===== src/rtl/uart_pkg.sv =====
// Shared definitions for the UART transmit (and later receive) path.
package uart_pkg;

    // Serialiser states, in frame order.
    typedef enum logic [2:0] {
        S_IDLE,
        S_START,
        S_DATA,
        S_PARITY,
        S_STOP
    } tx_state_t;

    // Parity modes.
    localparam int PAR_NONE = 0;
    localparam int PAR_EVEN = 1;
    localparam int PAR_ODD  = 2;

    // Length of one frame in clk cycles.
    function automatic int frame_len(input int data_bits, input int parity,
                                     input int stop_bits, input int clks_per_bit);
        return (1 + data_bits + ((parity != PAR_NONE) ? 1 : 0) + stop_bits) * clks_per_bit;
    endfunction

endpackage


===== src/rtl/sync_fifo.sv =====
// Single-clock FIFO with an occupancy counter; dout always shows the head entry
// so the consumer can pop and use the word in the same cycle.
module sync_fifo #(
    parameter int WIDTH = 8,
    parameter int DEPTH = 4
) (
    input  logic                     clk,
    input  logic                     rst,
    input  logic                     push,
    input  logic                     pop,
    input  logic [WIDTH-1:0]         din,
    output logic [WIDTH-1:0]         dout,
    output logic                     full,
    output logic                     empty,
    output logic [$clog2(DEPTH):0]   level
);

    localparam int AW = $clog2(DEPTH);

    logic [WIDTH-1:0] mem_reg [DEPTH];
    logic [AW-1:0]    wr_ptr_reg;
    logic [AW-1:0]    rd_ptr_reg;
    logic [AW:0]      level_reg;
    logic             push_ok;
    logic             pop_ok;

    assign full    = (level_reg == (AW+1)'(DEPTH));
    assign empty   = (level_reg == '0);
    assign push_ok = push && !full;
    assign pop_ok  = pop && !empty;
    assign dout    = mem_reg[rd_ptr_reg];
    assign level   = level_reg;

    // Storage: each entry captures din when the write pointer selects it.
    // Contents are not reset; clearing the pointers discards them.
    generate
        for (genvar gi = 0; gi < DEPTH; gi++) begin : g_mem
            always_ff @(posedge clk) begin
                if (push_ok && (wr_ptr_reg == AW'(gi))) begin
                    mem_reg[gi] <= din;
                end
            end
        end
    endgenerate

    // Pointers wrap naturally at DEPTH; the counter separates full from empty.
    always_ff @(posedge clk) begin
        if (rst) begin
            wr_ptr_reg <= '0;
            rd_ptr_reg <= '0;
            level_reg  <= '0;
        end else begin
            if (push_ok) begin
                wr_ptr_reg <= wr_ptr_reg + 1'b1;
            end
            if (pop_ok) begin
                rd_ptr_reg <= rd_ptr_reg + 1'b1;
            end
            case ({push_ok, pop_ok})
                2'b10:   level_reg <= level_reg + 1'b1;
                2'b01:   level_reg <= level_reg - 1'b1;
                default: level_reg <= level_reg;
            endcase
        end
    end

endmodule


===== src/rtl/uart_tx_fifo.sv =====
// UART transmitter fed by a FIFO. Bit timing comes from a clock-enable style
// counter in the clk domain; the frame format is set by parameters.
module uart_tx_fifo
    import uart_pkg::*;
#(
    parameter int CLKS_PER_BIT = 100000000 / 115200,
    parameter int DATA_BITS    = 8,
    parameter int PARITY       = 0,
    parameter int STOP_BITS    = 1,
    parameter int FIFO_DEPTH   = 4
) (
    input  logic                          clk,
    input  logic                          rst,
    input  logic [DATA_BITS-1:0]          s_data,
    input  logic                          s_valid,
    output logic                          s_ready,
    output logic                          tx,
    output logic                          busy,
    output logic [$clog2(FIFO_DEPTH):0]   fifo_level
);

    localparam int CW = (CLKS_PER_BIT > 1) ? $clog2(CLKS_PER_BIT) : 1;
    localparam logic [CW-1:0] CNT_LAST  = CW'(CLKS_PER_BIT - 1);
    localparam logic [3:0]    DATA_LAST = 4'(DATA_BITS - 1);
    localparam logic [3:0]    STOP_LAST = 4'(STOP_BITS - 1);

    tx_state_t              state_reg;
    tx_state_t              state_next;
    logic [CW-1:0]          cnt_reg;
    logic [3:0]             idx_reg;
    logic [DATA_BITS-1:0]   shift_reg;
    logic                   par_reg;
    logic                   tx_reg;
    logic                   tx_next;
    logic                   bit_done;
    logic                   fifo_pop;
    logic                   fifo_full;
    logic                   fifo_empty;
    logic [DATA_BITS-1:0]   fifo_dout;

    sync_fifo #(
        .WIDTH (DATA_BITS),
        .DEPTH (FIFO_DEPTH)
    ) u_fifo (
        .clk   (clk),
        .rst   (rst),
        .push  (s_valid),
        .pop   (fifo_pop),
        .din   (s_data),
        .dout  (fifo_dout),
        .full  (fifo_full),
        .empty (fifo_empty),
        .level (fifo_level)
    );

    assign bit_done = (cnt_reg == CNT_LAST);
    assign s_ready  = !fifo_full;
    assign busy     = !fifo_empty || (state_reg != S_IDLE);
    assign tx       = tx_reg;

    // State register.
    always_ff @(posedge clk) begin
        if (rst) begin
            state_reg <= S_IDLE;
        end else begin
            state_reg <= state_next;
        end
    end

    // Next-state logic: each non-idle state lasts whole bit times.
    always_comb begin
        state_next = state_reg;
        case (state_reg)
            S_IDLE: begin
                if (!fifo_empty) state_next = S_START;
            end
            S_START: begin
                if (bit_done) state_next = S_DATA;
            end
            S_DATA: begin
                if (bit_done && (idx_reg == DATA_LAST)) begin
                    state_next = (PARITY != PAR_NONE) ? S_PARITY : S_STOP;
                end
            end
            S_PARITY: begin
                if (bit_done) state_next = S_STOP;
            end
            S_STOP: begin
                if (bit_done && (idx_reg == STOP_LAST)) begin
                    state_next = fifo_empty ? S_IDLE : S_START;
                end
            end
            default: state_next = S_IDLE;
        endcase
    end

    // Outputs: line level for the current state and the FIFO pop strobe,
    // which fires whenever a new frame is about to start.
    always_comb begin
        tx_next  = 1'b1;
        fifo_pop = 1'b0;
        case (state_reg)
            S_IDLE: begin
                tx_next  = 1'b1;
                fifo_pop = !fifo_empty;
            end
            S_START:  tx_next = 1'b0;
            S_DATA:   tx_next = shift_reg[0];
            S_PARITY: tx_next = par_reg;
            S_STOP: begin
                tx_next  = 1'b1;
                fifo_pop = bit_done && (idx_reg == STOP_LAST) && !fifo_empty;
            end
            default:  tx_next = 1'b1;
        endcase
    end

    // Datapath: bit timer, bit index, shift register, parity and the
    // registered line driver. Loading a word restarts the timer so every
    // bit of the new frame is exactly CLKS_PER_BIT cycles.
    always_ff @(posedge clk) begin
        if (rst) begin
            cnt_reg   <= '0;
            idx_reg   <= '0;
            shift_reg <= '0;
            par_reg   <= 1'b0;
            tx_reg    <= 1'b1;
        end else begin
            tx_reg <= tx_next;
            if (fifo_pop) begin
                cnt_reg   <= '0;
                idx_reg   <= '0;
                shift_reg <= fifo_dout;
                par_reg   <= (PARITY == PAR_ODD) ? ~^fifo_dout : ^fifo_dout;
            end else if (state_reg == S_IDLE) begin
                cnt_reg <= '0;
                idx_reg <= '0;
            end else if (bit_done) begin
                cnt_reg <= '0;
                if (state_reg == S_DATA) begin
                    shift_reg <= shift_reg >> 1;
                end
                if (state_next != state_reg) begin
                    idx_reg <= '0;
                end else begin
                    idx_reg <= idx_reg + 4'd1;
                end
            end else begin
                cnt_reg <= cnt_reg + 1'b1;
            end
        end
    end

endmodule

===== config.mk =====
export PLATFORM = sky130hd
export DESIGN_NAME = uart_tx_fifo
export DESIGN_NICKNAME = d
export VERILOG_FILES = /design/src/rtl/uart_pkg.sv /design/src/rtl/sync_fifo.sv /design/src/rtl/uart_tx_fifo.sv
export SDC_FILE = /design/constraint.sdc
export NUM_CORES = 1
export LEC_CHECK = 0
export ABC_AREA = 0
export CORE_MARGIN = 8
export CORE_UTILIZATION = 50
export DETAILED_ROUTE_END_ITERATION = 10
export PLACE_DENSITY = 0.82
export SLEW_MARGIN = 20
export SYNTH_ARGS = -nofsm -noshare
export SYNTH_HDL_FRONTEND = slang
export SYNTH_SLANG_ARGS = --single-unit

===== constraint.sdc =====
create_clock -name clk -period 2.5 [get_ports clk]
set_clock_uncertainty 0.2 [all_clocks]
set_input_delay 0.625 -clock clk [delete_from_list [all_inputs] [get_ports clk]]
set_output_delay 0.625 -clock clk [all_outputs]
set_load 0.1 [all_outputs]

Yosys cells after proc, flatten, opt, wreduce, memory -nomap -nowiden --
Memories as Yosys holds them, arrays and structs flattened. A register that Yosys moved wholly into a read port is not among the register bits. Cells that the tools add are included.
Cells by class: reduce and logical (&&, ||, !) cells 27, muxes and demuxes 34, equality and inequality tests 14, add/sub/neg operators 6
Operators by type and width (number):
- 8-bit 2-to-1 mux | 7
- 8-bit OR reduction | 3
- 3-bit 2-to-1 mux | 5
- 3-bit case mux with 5 select lines | 1
- 1-bit 2-to-1 mux | 12
- 10-bit by 1-bit adder with 10-bit output (second input constant) | 1
- 10-bit == test (second input constant) | 1
- 2-bit 2-to-1 mux | 5
- 1-bit logical AND | 9
- 8-bit XOR reduction | 1
- 2-bit == test (second input constant) | 3
- 3-bit by 2-bit == test with 1-bit output (second input constant) | 2
- 3-bit == test (second input constant) | 2
- 3-bit logical NOT | 2
- 3-bit case mux with 2 select lines | 1
- 2-bit nonzero test | 3
- 2-bit by 1-bit adder with 2-bit output (second input constant) | 2
- 4-bit by 1-bit adder with 4-bit output (second input constant) | 1
- 2-bit by 1-bit == test with 1-bit output (second input constant) | 2
- 4-bit by 3-bit == test with 1-bit output (second input constant) | 1
- 4-bit logical NOT | 1
- 4-bit 2-to-1 mux | 1
- 4-bit OR reduction | 1
- 3-bit by 1-bit adder with 3-bit output (second input constant) | 1
- other kinds (12) | 13
Storage, ports and cells: memories 1, bits in writable memories 32, output and inout bits 6, register bits after elaboration 34
Memory list:
- u_fifo.mem_reg | words 4, bits a word 8, rd ports 1, clocked after Yosys merged registers in 1, wr ports 1, RTL line sync_fifo.sv:20 | logic [WIDTH-1:0] mem_reg [DEPTH];

Depth between registers and ports, before layout --
word-level depth 10, mapped depth 12, depth with buffers taken out 12

Hierarchy --
A second synthesis with hierarchy kept.
Unflattened totals: cell total of the unflattened synthesis 254, area total of the unflattened synthesis 3091.7 sq um
By module, submodules not included:
- sync_fifo | area an instance 1635.3 sq um, times used 1, cells an instance 96
- uart_tx_fifo | area an instance 1456.4 sq um, times used 1, cells an instance 158

Worst setup path after synthesis --
No wires, ideal clock.
kind register -> register, from register u_fifo.level_reg[2] (netlist: u_fifo.level[2]), to register u_fifo.level_reg[2] (netlist: u_fifo.level[2]), period minus slack after synthesis 4.038 ns, stages on the path, launching flop included 10, data arrival time 3.767 ns, library setup time 0.071 ns, path buffers 0, path slack -1.538 ns, path through dfxtp_1 nand3_1 and2_1 inv_1 ha_1 inv_1 fa_1 xor2_1 or3_1 a21oi_1
Between the ends: elaborated cells on any way between the ends 14, those cells by class add/sub (2); eq/ne (3); mux (2); reduce/logical (7)
RTL lines:
- from (decl) | RTL line sync_fifo.sv:23 | logic [AW:0] level_reg;
- from (signal assigned) | RTL line sync_fifo.sv:60 | 2'b10: level_reg <= level_reg + 1'b1;
- from (signal assigned) | RTL line sync_fifo.sv:61 | 2'b01: level_reg <= level_reg - 1'b1;
- from (signal assigned) | RTL line sync_fifo.sv:62 | default: level_reg <= level_reg;
- 3-bit == test * | RTL line sync_fifo.sv:27 | assign full = (level_reg == (AW+1)'(DEPTH));
- 1-bit logical NOT *
- via s_ready | RTL line uart_tx_fifo.sv:16 | output logic s_ready,
- 1-bit logical AND * | RTL line sync_fifo.sv:29 | assign push_ok = push && !full;
- 2-bit by 1-bit == test with 1-bit output / 2-bit == test (equally long branches) | RTL line sync_fifo.sv:59 | case ({push_ok, pop_ok})
- 3-bit case mux with 2 select lines / 2-bit nonzero test (equally long branches)
The timed path passes the listed nets; every way through them passes the cells marked *. A chain may end at the register's enable or synchronous reset.

Worst setup path in the final report --
from register idx_reg[0], to register u_fifo.level_reg[2] (netlist: u_fifo.level[2])
Between the ends: longest elaborated chain between the ends 7, elaborated cells on any way between the ends 9, those cells by class eq/ne (2); mux (2); reduce/logical (5)
RTL lines:
- from (decl) | RTL line uart_tx_fifo.sv:30 | logic [3:0] idx_reg;
- from (signal assigned) | RTL line uart_tx_fifo.sv:146 | idx_reg <= idx_reg + 4'd1;
- 4-bit logical NOT * | RTL line uart_tx_fifo.sv:112 | fifo_pop = bit_done && (idx_reg == STOP_LAST) && !fifo_empty;
- 1-bit logical AND * (2 in series) | RTL line uart_tx_fifo.sv:112
- 1-bit case mux with 2 select lines * | RTL line uart_tx_fifo.sv:102 | case (state_reg)
- 1-bit logical AND * | RTL line sync_fifo.sv:30 | assign pop_ok = pop && !empty;
- via u_fifo.pop_ok | RTL line sync_fifo.sv:25 | logic pop_ok;
- 2-bit by 1-bit == test with 1-bit output / 2-bit == test (equally long branches) | RTL line sync_fifo.sv:59
- 3-bit case mux with 2 select lines / 2-bit nonzero test (equally long branches)
Marks and branches as above.

==> impl_metrics.py <==
metrics = {
    "critical_path": {
        "r2r_cells": 12,
        "critPathBufInv": 3,
        "cp_num_cells": 12,
        "worstPathArrival_ns": 2.58,
        "crit_chain": "inv_2, ha_4, nor3b_4, a41o_1, nand2_2, inv_4, ha_4, inv_2, fa_2, xor2_1, or3_1, a21oi_2",
        "slowest_stage": "dfxtp_2",
        "crit_family": "simple AND/OR/NAND/NOR gates",
        "path_class": "flop to flop",
        "rr_startpoint": "idx_reg[0]",
        "r2r_slack_ns": -0.001,
        "crit_required_ns": 2.58,
        "cp-start-kind": "flop",
        "critical-path-max-stage-delay_ns": 0.33,
        "worst_setup_path_end_kind": "flop",
        "critPathMaxFanout": 2,
        "cp-endpoint": "u_fifo.level[2]",
        "critPathLaunch": "idx_reg[0]",
        "r2r_end": "u_fifo.level[2]",
    },
    "clock_network": {
        "cts_max_level": 3,
        "cts_buffers": 9,
        "clk_latency_ns": 0.35,
        "clk_path_buf_depth": 2,
        "clkSinkCount": 68,
        "clk_pin_slew_ns": 0.08,
        "cts_tree": "done",
        "ctsHoldBuffers": 0,
        "cts_root_buf": "clkbuf_8",
    },
    "timing": {
        "fin_setup_tns_ns": -0.00115,
        "hold-worst-slack_ns": 0.318,
        "finalHoldViolations": 0,
        "fin_ws_ns": -0.00115,
        "max_slew_margin": 0.664,
        "max_freq_mhz": 400,
        "setup_viol": 1,
        "tightest_slew_ns": 0.500,
        "finalCritPeriodShare": 1.00,
        "rsz0062_at_grt": "true",
        "min_period_ns": 2.50,
        "drv_slew": 0,
    },
    "floorplanning": {
        "coreArea_mm2": 0.00578,
        "die_x_um": 92.4,
        "start_util": 0.505,
        "io_pins": 17,
        "rows": 28,
        "dieArea_mm2": 0.00853,
        "die_y_um": 92.4,
    },
    "finish": {
        "finalNonFillerCells": 364,
        "syn_to_final_growth_pct": 22.9,
        "largest_reg_flops": 32,
        "fin_area_mm2": 0.00358,
        "nNetsFinal": 304,
        "final_common_cell": "nor2_1",
        "fin_util": 0.620,
        "final_cell_mix": "nor2_1 (39), edfxtp_1 (32), dfxtp_1 (29), buf_4 (27), xnor2_1 (15)",
        "drive_gt1_frac": 0.304,
        "diodes": 0,
    },
    "synthesis": {
        "synth_seq_cells": 68,
        "synth_edf_count": 32,
        "synth.distinct_cells": 37,
        "async_flop_share": 0,
        "synthFlopType": "dfxtp_1",
        "avgSynthCellArea_um2": 12.0,
        "ys_seq_area_frac": 0.577,
        "syn_area_mm2": 0.00292,
        "ys_warn_count": 0,
        "synth_cells": 244,
        "synth.net_count": 264,
    },
    "global_route": {
        "gr-usage-met1": 0.155,
        "grt_pass1_vias": 2026,
        "grt_max_degree": 25,
        "grt_pass1_wl_um": 9420,
        "grt_util_met2": 0.239,
        "grt_most_used_layer": "met2",
        "grt_use_total": 0.140,
        "grtUsageMet3": 0.0469,
        "grt_overflow": 0,
        "antenna_found_initial": 0,
    },
    "detailed_routing": {
        "vias": 1936,
        "firstDrtPassIters": 4,
        "drtIter0Drc": 118,
        "wire_per_inst_um": 14.9,
        "drc": 0,
        "vias_per_cell": 5.32,
        "drt_wl_total_um": 5410,
        "ant_nets": 0,
    },
    "flow_run": {
        "maxCapViolCount": 0,
    },
    "place": {
        "gp_congestion": 0.802,
        "dp_slack_ns": -0.162,
        "placed_area_mm2": 0.00332,
        "dpl.cell_count": 341,
        "io_buffers": 16,
        "dp_hpwl_um": 3770,
    },
    "pwr": {
        "power_density_mw_per_mm2": 1070,
        "p_leak_nw": 1.29,
        "power_mw": 3.82,
        "peakVddDrop_uv": 672,
    },
    "run_status": {
        "status": "finished, violations left",
        "failed_checks": "negative setup slack",
    },
    "min_path": {
        "hold_path_class": "flop to flop",
    },
}
[final cells by class]
| cell class | count | area, µm² |
|---|---|---|
| tap | 75 | 93.8 |
| multi-input combinational | 154 | 1220 |
| fill | 452 | 2200 |
| clock buffer | 9 | 124 |
| timing repair buffer | 39 | 343 |
| inverter | 12 | 47.5 |
| sequential | 68 | 1700 |
| clock inverter | 7 | 52.6 |
[timing repair]
item,CTS,global route
setup buffers,6,1
resized for setup,8,3
gates cloned,0,0
setup endpoints to repair,1,2
pin swaps,3,1
[worst reg2reg max path, cell delays in order (launching register included)]
cell and delay, ns:
dfxtp_2 0.33, inv_2 0.06, ha_4 0.13, nor3b_4 0.20, a41o_1 0.23, nand2_2 0.09, inv_4 0.09, ha_4 0.13
inv_2 0.04, fa_2 0.33, xor2_1 0.15, or3_1 0.32, a21oi_2 0.14
[Yosys cell counts, types with 2 or more instances]
master,count,area [µm²]
a211oi_1,2,15.0
a21oi_1,5,25.0
and2_1,4,25.0
and3_1,6,37.5
buf_2,2,10.0
clkbuf_1,6,22.5
dfxtp_1,36,721
edfxtp_1,32,961
ha_1,8,100
inv_1,12,45.0
mux4_2,8,180
nand2_1,9,33.8
nand3_1,11,55.1
nand4_1,3,18.8
nor2_1,39,146
nor3_1,5,25.0
nor3b_1,2,15.0
o21ai_0,2,10.0
o221a_2,7,78.8
or3_1,7,43.8
xnor2_1,15,131
xor2_1,8,70.1
[routing by layer]
| layer | vias to the layer above | routed length, µm | share of wire |
|---|---|---|---|
| li1 | 952 | - | - |
| met1 | 936 | 2310 | 0.43 |
| met2 | 39 | 2770 | 0.51 |
| met3 | 9 | 232 | 0.043 |
| met4 | 0 | 102 | 0.019 |
| met5 | - | 0 | 0 |
[power by group]
group / switching, mW / total (mW) / internal [mW]
logic: 0.876 / 1.55 / 0.671
clock network: 0.449 / 0.810 / 0.362
registers: 0.106 / 1.46 / 1.36
[cell families after synthesis]
logic type,share of synthesized area
simple gates,0.154
flops,0.577
compound gates,0.0656
xor+xnor,0.0691
buf+inv,0.0322
fa+ha+maj,0.0412
mux,0.0618
[how the worst min path moves through the flow]
stage               start    endpoint  slack [ns]  depth (start not counted)
4_1_cts        cnt_reg[0]  cnt_reg[0]        0.31                          2
5_1_grt        cnt_reg[6]  cnt_reg[6]        0.34                          2
2_1_floorplan  cnt_reg[0]  cnt_reg[0]        0.21                          1
3_3_place_gp   cnt_reg[9]  cnt_reg[9]        0.29                          2
3_5_place_dp   cnt_reg[6]  cnt_reg[6]        0.30                          2
6_report       cnt_reg[6]  cnt_reg[6]        0.32                          2
(Power assumes the default switching activity.)
